===== config.mk =====
export PLATFORM = sky130hd
export DESIGN_NAME = conv_window_seq
export DESIGN_NICKNAME = d
export VERILOG_FILES = /design/src/rtl/conv_pkg.sv /design/src/rtl/conv_mac.sv /design/src/rtl/conv_window_seq.sv
export SDC_FILE = /design/constraint.sdc
export NUM_CORES = 1
export LEC_CHECK = 0
export CAP_MARGIN = 30
export CORE_ASPECT_RATIO = 0.75
export CORE_MARGIN = 2
export CORE_UTILIZATION = 50
export DETAILED_ROUTE_END_ITERATION = 12
export GPL_TIMING_DRIVEN = 0
export PLACE_DENSITY = 0.76
export SLEW_MARGIN = 0
export SYNTH_ARGS = -nofsm -noshare
export SYNTH_HDL_FRONTEND = slang
export SYNTH_SLANG_ARGS = --single-unit

===== constraint.sdc =====
create_clock -name clk -period 12 [get_ports clk]
set_input_delay 2.4 -clock clk [delete_from_list [all_inputs] [get_ports clk]]
set_output_delay 2.4 -clock clk [all_outputs]
set_load 0.02 [all_outputs]

===== src/rtl/conv_pkg.sv =====
// Shared types and constants for the sliding-window filter sequencer.
// Also holds the magnitude-to-pixel helper used on the result path.
package conv_pkg;

  localparam int MWSIZE_DEF = 7;
  localparam int WSIZE_MIN  = 3;
  localparam int ACC_W_DEF  = 32;

  typedef logic signed [ACC_W_DEF-1:0] acc_t;

  typedef enum logic [1:0] {
    ST_IDLE,
    ST_RUN,
    ST_DRAIN,
    ST_HOLD
  } state_e;

  // |a| clipped to 255; the most negative value negates to itself and still clips
  function automatic logic [7:0] abs_sat8(input acc_t a);
    logic [ACC_W_DEF-1:0] mag;
    mag = a[ACC_W_DEF-1] ? -a : a;
    if (mag > ACC_W_DEF'(255)) begin
      return 8'd255;
    end
    return mag[7:0];
  endfunction

endpackage


===== src/rtl/conv_mac.sv =====
// Registered multiply-accumulate: unsigned 8-bit pixel times signed 16-bit
// coefficient, summed into a wrapping signed accumulator.
module conv_mac
  import conv_pkg::*;
#(
  parameter int ACC_W = ACC_W_DEF
) (
  input  logic                    clk,
  input  logic                    rst,
  input  logic                    clr_i,
  input  logic                    en_i,
  input  logic [7:0]              pix_i,
  input  logic signed [15:0]      coef_i,
  output logic signed [ACC_W-1:0] acc_o
);

  logic signed [8:0]       pix_s;
  logic signed [24:0]      prod;
  logic signed [ACC_W-1:0] acc_q;
  logic signed [ACC_W-1:0] acc_d;

  assign pix_s = {1'b0, pix_i};
  assign prod  = 25'(pix_s) * 25'(coef_i);

  always_comb begin
    acc_d = acc_q;
    if (clr_i) begin
      acc_d = '0;
    end else if (en_i) begin
      acc_d = acc_q + ACC_W'(prod);
    end
  end

  always_ff @(posedge clk) begin
    if (rst) begin
      acc_q <= '0;
    end else begin
      acc_q <= acc_d;
    end
  end

  assign acc_o = acc_q;

endmodule


===== src/rtl/conv_window_seq.sv =====
// Window sequencer: walks every tap of a 3/5/7 window, feeds the MAC one tap
// per cycle, then holds the filtered result under a valid/ready handshake.
module conv_window_seq
  import conv_pkg::*;
#(
  parameter int MWSIZE  = MWSIZE_DEF,
  parameter int CADDR_W = 7,
  parameter int ACC_W   = ACC_W_DEF
) (
  input  logic                       clk,
  input  logic                       rst,
  input  logic [$clog2(MWSIZE):0]    wsize,
  input  logic                       start,
  output logic                       busy,
  output logic                       cfg_err,
  output logic [CADDR_W-1:0]         coef_addr,
  input  logic [15:0]                coef_rdata,
  output logic [$clog2(MWSIZE)-1:0]  pix_row,
  output logic [$clog2(MWSIZE)-1:0]  pix_col,
  input  logic [7:0]                 pix_rdata,
  output logic                       res_valid,
  input  logic                       res_ready,
  output logic [ACC_W-1:0]           res_acc,
  output logic [7:0]                 res_pix
);

  localparam int RC_W = $clog2(MWSIZE);
  localparam int WS_W = RC_W + 1;

  state_e            state_q, state_d;
  logic [WS_W-1:0]   ws_q, ws_d;
  logic [RC_W-1:0]   row_q, row_d;
  logic [RC_W-1:0]   col_q, col_d;
  logic              vld_q;
  logic              cfg_err_q, cfg_err_d;
  logic              mac_clr;
  logic              ws_legal;
  logic [WS_W-1:0]   ws_last;
  logic signed [ACC_W-1:0] acc;

  assign ws_legal = wsize[0] && (wsize >= WS_W'(WSIZE_MIN)) && (wsize <= WS_W'(MWSIZE));
  assign ws_last  = ws_q - WS_W'(1);

  always_comb begin
    state_d   = state_q;
    ws_d      = ws_q;
    row_d     = row_q;
    col_d     = col_q;
    cfg_err_d = 1'b0;
    mac_clr   = 1'b0;
    case (state_q)
      ST_IDLE: begin
        if (start) begin
          if (ws_legal) begin
            ws_d    = wsize;
            row_d   = '0;
            col_d   = '0;
            mac_clr = 1'b1;
            state_d = ST_RUN;
          end else begin
            cfg_err_d = 1'b1;
          end
        end
      end
      ST_RUN: begin
        // the last tap's address is left in place for the rest of the run
        if ({1'b0, col_q} == ws_last) begin
          if ({1'b0, row_q} == ws_last) begin
            state_d = ST_DRAIN;
          end else begin
            col_d = '0;
            row_d = row_q + RC_W'(1);
          end
        end else begin
          col_d = col_q + RC_W'(1);
        end
      end
      ST_DRAIN: state_d = ST_HOLD;
      ST_HOLD: begin
        if (res_ready) begin
          state_d = ST_IDLE;
        end
      end
      default: state_d = ST_IDLE;
    endcase
  end

  always_ff @(posedge clk) begin
    if (rst) begin
      state_q   <= ST_IDLE;
      ws_q      <= '0;
      row_q     <= '0;
      col_q     <= '0;
      vld_q     <= 1'b0;
      cfg_err_q <= 1'b0;
    end else begin
      state_q   <= state_d;
      ws_q      <= ws_d;
      row_q     <= row_d;
      col_q     <= col_d;
      vld_q     <= (state_q == ST_RUN);
      cfg_err_q <= cfg_err_d;
    end
  end

  // RAM data returns one cycle after its address, so vld_q trails RUN by one
  conv_mac #(.ACC_W(ACC_W)) u_mac (
    .clk    (clk),
    .rst    (rst),
    .clr_i  (mac_clr),
    .en_i   (vld_q),
    .pix_i  (pix_rdata),
    .coef_i (coef_rdata),
    .acc_o  (acc)
  );

  assign busy      = (state_q != ST_IDLE);
  assign cfg_err   = cfg_err_q;
  assign coef_addr = CADDR_W'(row_q) * CADDR_W'(MWSIZE) + CADDR_W'(col_q);
  assign pix_row   = row_q;
  assign pix_col   = col_q;
  assign res_valid = (state_q == ST_HOLD);
  assign res_acc   = acc;
  assign res_pix   = abs_sat8(acc);

endmodule


# [After elaboration in Yosys (flattened, before gate mapping)]
# Index checks and enable logic that the tools add are counted.
[totals] ff_bits=46 in_bits=32 out_inout_bits=56
[classes] n_addsub=6 n_mul=2 magnitude_cmp=3 n_eq_ne=12 n_mux=22 bitwise_logic=2 reduce_logical=11
[ops] cell="32-bit by 25-bit adder with 32-bit output" n=1
[ops] cell="32-bit by 8-bit greater-than comparator with 1-bit output, second input constant" n=1
[ops] cell="32-bit 2-to-1 mux" n=1
[ops] cell="32-bit negation" n=1
[ops] cell="9-bit by 16-bit multiplier with 25-bit output" n=1
[ops] cell="3-bit 2-to-1 mux" n=6
[ops] cell="8-bit 2-to-1 mux" n=2
[ops] cell="3-bit one-hot mux with 2 select lines" n=2
[ops] cell="2-bit 2-to-1 mux" n=5
[ops] cell="2-bit != test, second input constant" n=5
[ops] cell="5-bit AND reduction" n=2
[ops] cell="3-bit by 4-bit == test with 1-bit output" n=2
[ops] cell="2-bit one-hot mux with 4 select lines" n=1
[ops] cell="6-bit by 3-bit adder with 7-bit output" n=1
[ops] cell="3-bit by 1-bit adder with 3-bit output, second input constant" n=2
[ops] cell="3-bit by 3-bit multiplier with 6-bit output, second input constant" n=1
[ops] cell="1-bit 2-to-1 mux" n=5
[ops] cell="2-bit == test, second input constant" n=2
[ops] cell="4-bit by 2-bit >= comparator with 1-bit output, second input constant" n=1
[ops] cell="4-bit by 3-bit less-or-equal comparator with 1-bit output, second input constant" n=1
[ops] cell="4-bit AND reduction" n=1
[ops] cell="2-bit nonzero test" n=2
[ops] cell="4-bit by 1-bit subtractor with 4-bit output, second input constant" n=1
[ops] cell="3-bit != test, second input constant" n=1
[ops] cell="8 further kinds" n=10

# [Logic depth before layout (Yosys ltp)]
[depth] depth_word=7 mapped_depth=22 mapped_depth_nobuf=20

# [Modules after synthesis]
# Synthesis repeated with hierarchy kept, for this count alone.
[unflattened] cells_unflattened=1105 hier_area_um2=9245.1
[by_module_without_submodules] mod="conv_mac" n_inst=1 cells_per_inst=830 area_each_um2=7200.7
[by_module_without_submodules] mod="conv_window_seq" n_inst=1 cells_per_inst=275 area_each_um2=2044.5

# [Worst setup path after synthesis]
# Ideal clock, no wire load.
[synth_path] path_type="in2reg" start="input port pix_rdata[2]" end="register u_mac.acc_q[30] (netlist: u_mac.acc_o[30])" arrival_time_ns=7.929 t_required_ns=11.870 path_slack_ns=3.941 path_stages=21 n_path_buf=1 cell_sequence="clkbuf_1 -> nand2_1 -> fa_1 -> inv_1 -> fa_1 -> inv_1 -> fa_1 -> inv_1 -> fa_1 -> inv_1 -> fa_1 -> inv_1 -> ha_1 -> a2111o_1 -> o21ba_2 -> o21ai_0 -> a2111oi_0 -> o31ai_1 -> a221oi_1 -> xnor2_1 -> o22ai_1"
[synth_via] elab_chain_len=2
[synth_lines] element="start, declared" line_no="conv_window_seq.sv:20" rtl="input logic [7:0] pix_rdata,"
[synth_lines] element="9-bit by 16-bit multiplier with 25-bit output" line_no="conv_mac.sv:23" rtl="assign prod = 25'(pix_s) * 25'(coef_i);"
[synth_lines] element="32-bit by 25-bit adder with 32-bit output" line_no="conv_mac.sv:30" rtl="acc_d = acc_q + ACC_W'(prod);"
[synth_lines] element="end signal, assigned" line_no="conv_mac.sv:36" rtl="acc_q <= '0;"
[synth_lines] element="end signal, assigned" line_no="conv_mac.sv:38" rtl="acc_q <= acc_d;"
[synth_lines] element="end, declared" line_no="conv_mac.sv:19" rtl="logic signed [ACC_W-1:0] acc_q;"
# No other way between the ends.
# A chain may end at the register's enable or synchronous reset.

# [Final worst setup path]
# Ends and elaborated chain as after synthesis.

==> parameters.txt <==
Parameter                              Value

Timing
  Shortest period the worst path allows    around 9700 ps
  Final setup vio count    0
  Highest achievable clock rate    0.1033 GHz
  Hold Vio Cnt, Final    0
  Post-route clock period utilization    between 80% and 90%
  Total negative setup slack    0 ps
  Relative max-transition margin    between 30 and 40%
  RSZ-0062 raised after global routing    false
  Skew final    9.059 ps
  Worst slew pin tran    between 900 and 1000 ps
  Slew Limit Fails    0

Clock tree
  Insertion delay of the later-clocked pin in the worst-skew pair    290 ps
  Number of gates given a new drive strength after cts    0
  Clock-pin slew on the worst setup and hold paths    approximately 70 ps
  Total CTS buffers    5
  TritonCTS sink count    46
  Root buffer cell    sky130_fd_sc_hd__clkbuf_16
  TritonCTS clock tree    built
  Clock buffer depth    2
  Hold bufs inserted after CTS    0
  Maximum level of the CTS H-tree    2
  Number of buffers added for setup after CTS    0

Global routing
  Sum of overflow across all layers after global routing    0
  Largest net degree at the start of global routing    14
  Via count of the first global-routing pass    approximately 7.3k
  Global-route wire length before repair    between 30 and 40 mm
  Antenna violations before repair    0
  Overall Global Routing Usage    approximately a quarter

Worst setup path
  Required time reported for the critical path endpoint    roughly 12000 ps
  Largest fanout of any net on the critical path    10
  Worst setup path startpoint    pix_rdata[2]
  Start of the worst register-to-register path    u_mac.acc_o[7]
  Data arrival time of the worst path    roughly 9800 ps
  Worst r2r dst    u_mac.acc_o[30]
  Last element of the critical path    u_mac.acc_o[30]
  Register-to-Register Setup Slack    7150 ps
  Critical path class    primary input to flip-flop
  Reg2reg path depth    13
  Critical Path End Type    flip-flop
  Crit path launch type    primary input

Logic synthesis
  Number of distinct library cells after synthesis    between 70 and 80
  Flip-flop and latch count after synthesis    between 40 and 50
  Fraction of registers with async set/reset    0%
  Synthesized netlist cell count    1067
  Synthesis Warnings    0
  Most used flip-flop cell after synthesis    sky130_fd_sc_hd__dfxtp_1
  Area of the mapped netlist    around 9000 um^2
  Total nets after synthesis    ~1.3k
  EDFF count, synth    0
  Register area share after synthesis    a little over 10%
  Synthesized area divided by synthesized cell count    ~8.5 um^2

Die
  I/O pin cnt    approximately 90
  Floorplan core area    between 15000 and 20000 um^2
  Die span in y    120.5 um
  Row Count    42
  Effective utilization at floorplan    roughly half
  Width of the die    around 160 um
  Total Die Area    about 19000 um^2

Placement
  Input/output buffers    87
  Gp weighted congestion    around 0.9
  Total placed instance area    around 10000 um^2
  HPWL Detailed    18.77 mm

Detailed routing
  DR WL/cell    15.83 um
  Mean number of vias per cell    5.607
  DRC Markers    0
  Remaining antenna violation count    0
  First drt pass iteration count    6
  Initial drt markers    670
  Via Count    around 7.9k
  Wire length reported by the detailed router    approximately 22 mm

Finish
  FILL cells    around 1.6k
  Fraction of layout instances using a drive strength above 1    2.239%
  Number of nets in the layout    roughly 1.4k
  Relative area change from synthesis to final layout    14.84%
  Area of all placed cells without fillers    a little over 10000 um^2
  Diodes inserted    0

Hold path
  Worst min-delay path class    flip-flop to flip-flop
  Source of the worst hold timing path    ws_q[3]

Job
  Max-capacitance violation count    0

Status
  Status    finished clean
-- logic make-up after synthesis --
group                      synth area share [%]
AOI/OAI and AO/OA                         12.13
buffers and inverters                     9.268
muxes                                     3.002
adders and majority gates                 41.44
xor gates and xnor gates                  4.357
and+or+nand+nor                           19.62
DFF                                       10.18
-- cells in the final DEF, fill, tap and decap left out, types with 4 or more instances in the layout --
| cell type | count |
|---|---|
| sky130_fd_sc_hd__inv_1 | 182 |
| sky130_fd_sc_hd__o22ai_1 | 6 |
| sky130_fd_sc_hd__nor3_1 | 15 |
| sky130_fd_sc_hd__a211oi_1 | 6 |
| sky130_fd_sc_hd__clkbuf_16 | 5 |
| sky130_fd_sc_hd__nor2b_1 | 10 |
| sky130_fd_sc_hd__nor2_1 | 64 |
| sky130_fd_sc_hd__mux2i_1 | 26 |
| sky130_fd_sc_hd__fa_1 | 136 |
| sky130_fd_sc_hd__o21ai_0 | 22 |
| sky130_fd_sc_hd__nand3_1 | 17 |
| sky130_fd_sc_hd__nand2b_1 | 4 |
| sky130_fd_sc_hd__or2_2 | 4 |
| sky130_fd_sc_hd__a21oi_1 | 43 |
| sky130_fd_sc_hd__a31oi_1 | 7 |
| sky130_fd_sc_hd__and3_1 | 12 |
| sky130_fd_sc_hd__xor2_1 | 17 |
| sky130_fd_sc_hd__a21o_1 | 19 |
| sky130_fd_sc_hd__xnor2_1 | 28 |
| sky130_fd_sc_hd__nor4_1 | 6 |
| sky130_fd_sc_hd__nand4_1 | 12 |
| sky130_fd_sc_hd__nand2_1 | 118 |
| sky130_fd_sc_hd__a41oi_1 | 4 |
| sky130_fd_sc_hd__a221oi_1 | 4 |
| sky130_fd_sc_hd__clkdlybuf4s50_1 | 87 |
| sky130_fd_sc_hd__ha_1 | 82 |
| sky130_fd_sc_hd__clkbuf_1 | 35 |
| sky130_fd_sc_hd__dfxtp_1 | 46 |
| sky130_fd_sc_hd__and2_1 | 65 |
| sky130_fd_sc_hd__o41ai_1 | 7 |
| sky130_fd_sc_hd__or3_1 | 5 |
-- layer usage --
layer / part of all wire (%) / wire (um) / vias up / GRT usage (%)
met5: 0 / 0 / - / 0
met4: 1.1 / 248 / 0 / 3.636
met3: 6.8 / 1501 / 24 / 2.401
met2: 43 / 9612 / 267 / 36.44
met1: 49 / 10850 / 3895 / 37.32
li1: - / - / 3680 / -
-- registers in the layout, summed over array words and instances, names as in the netlist --
register,count
cfg_err,1
vld_q,1
u_mac.acc_o,32
state_q,2
pix_row,3
ws_q,4
pix_col,3
-- worst min-delay path by stage --
stage                         end  slack, ps  cells past startpoint
after floorplan           ws_q[3]        450                      1
after global placement    ws_q[3]        470                      1
after detailed placement  ws_q[3]        480                      1
after CTS                 ws_q[3]        500                      1
after global routing      ws_q[3]        520                      1
final                     ws_q[3]        510                      1
-- Yosys cell counts (all sizes together) (4+ instances only) --
cell	count	area (um^2)
inv	182	683.2
fa	136	2723
nand2	118	442.9
ha	82	1026
and2	66	412.9
nor2	64	240.2
dfxtp	46	920.9
a21oi	43	215.2
clkbuf	35	131.4
xnor2	28	245.2
mux2i	26	260.3
o21ai	22	110.1
a21o	19	142.6
nand3	17	85.08
nor3	17	101.4
xor2	17	148.9
and3	12	75.07
nand4	12	75.07
nor2b	10	62.56
nor4	9	83.83
o41ai	8	77.58
a31oi	7	43.79
a211oi	6	45.04
o22ai	6	37.54
or3	6	42.54
a221oi	4	35.03
a41oi	4	35.03
nand2b	4	25.02
or2	4	25.02
or4	4	37.53
-- cell type report --
class	count	area (um^2)	area share, %
buffer	38	151.4	1.457
clock buffer	6	138.9	1.337
clock inverter	1	30.03	0.2891
inverter	183	686.9	6.613
multi-input combinational	800	7286	70.14
sequential	46	920.9	8.865
tap	242	302.8	2.915
timing repair buffer	87	870.8	8.383
-- worst max-delay path: stages --
cell and delay (ps):
sky130_fd_sc_hd__clkdlybuf4s50_1 740, sky130_fd_sc_hd__clkbuf_1 490, sky130_fd_sc_hd__nand2_1 150, sky130_fd_sc_hd__fa_1 560, sky130_fd_sc_hd__inv_1 50, sky130_fd_sc_hd__fa_1 500
sky130_fd_sc_hd__inv_1 50, sky130_fd_sc_hd__fa_1 470, sky130_fd_sc_hd__inv_1 50, sky130_fd_sc_hd__fa_1 530, sky130_fd_sc_hd__inv_1 50, sky130_fd_sc_hd__fa_1 490
sky130_fd_sc_hd__inv_1 40, sky130_fd_sc_hd__ha_1 400, sky130_fd_sc_hd__a2111o_1 460, sky130_fd_sc_hd__o21ba_2 250, sky130_fd_sc_hd__o21ai_0 220, sky130_fd_sc_hd__a2111oi_0 920
sky130_fd_sc_hd__o31ai_1 340, sky130_fd_sc_hd__a221oi_1 380, sky130_fd_sc_hd__xnor2_1 160, sky130_fd_sc_hd__o22ai_1 90
-- per-stage QoR --
step / utilization (%) / worst slack, ps / hold slack, ps / instances
6_report: 58.83 / 2322 / 505.5 / 1403
5_1_grt: 58.83 / 2079 / 517.3 / 1403
4_1_cts: 58.83 / 2471 / 503.7 / 1403
3_5_place_dp: 57.87 / 2151 / 485.0 / 1396
3_3_place_gp: 57.87 / 2199 / 472.3 / 1396
2_1_floorplan: - / 3941 / 451.7 / 1067
Power is left out: the tool's default activity adds up to more than one toggle a clock period on the data nets, which glitch-free logic cannot reach.
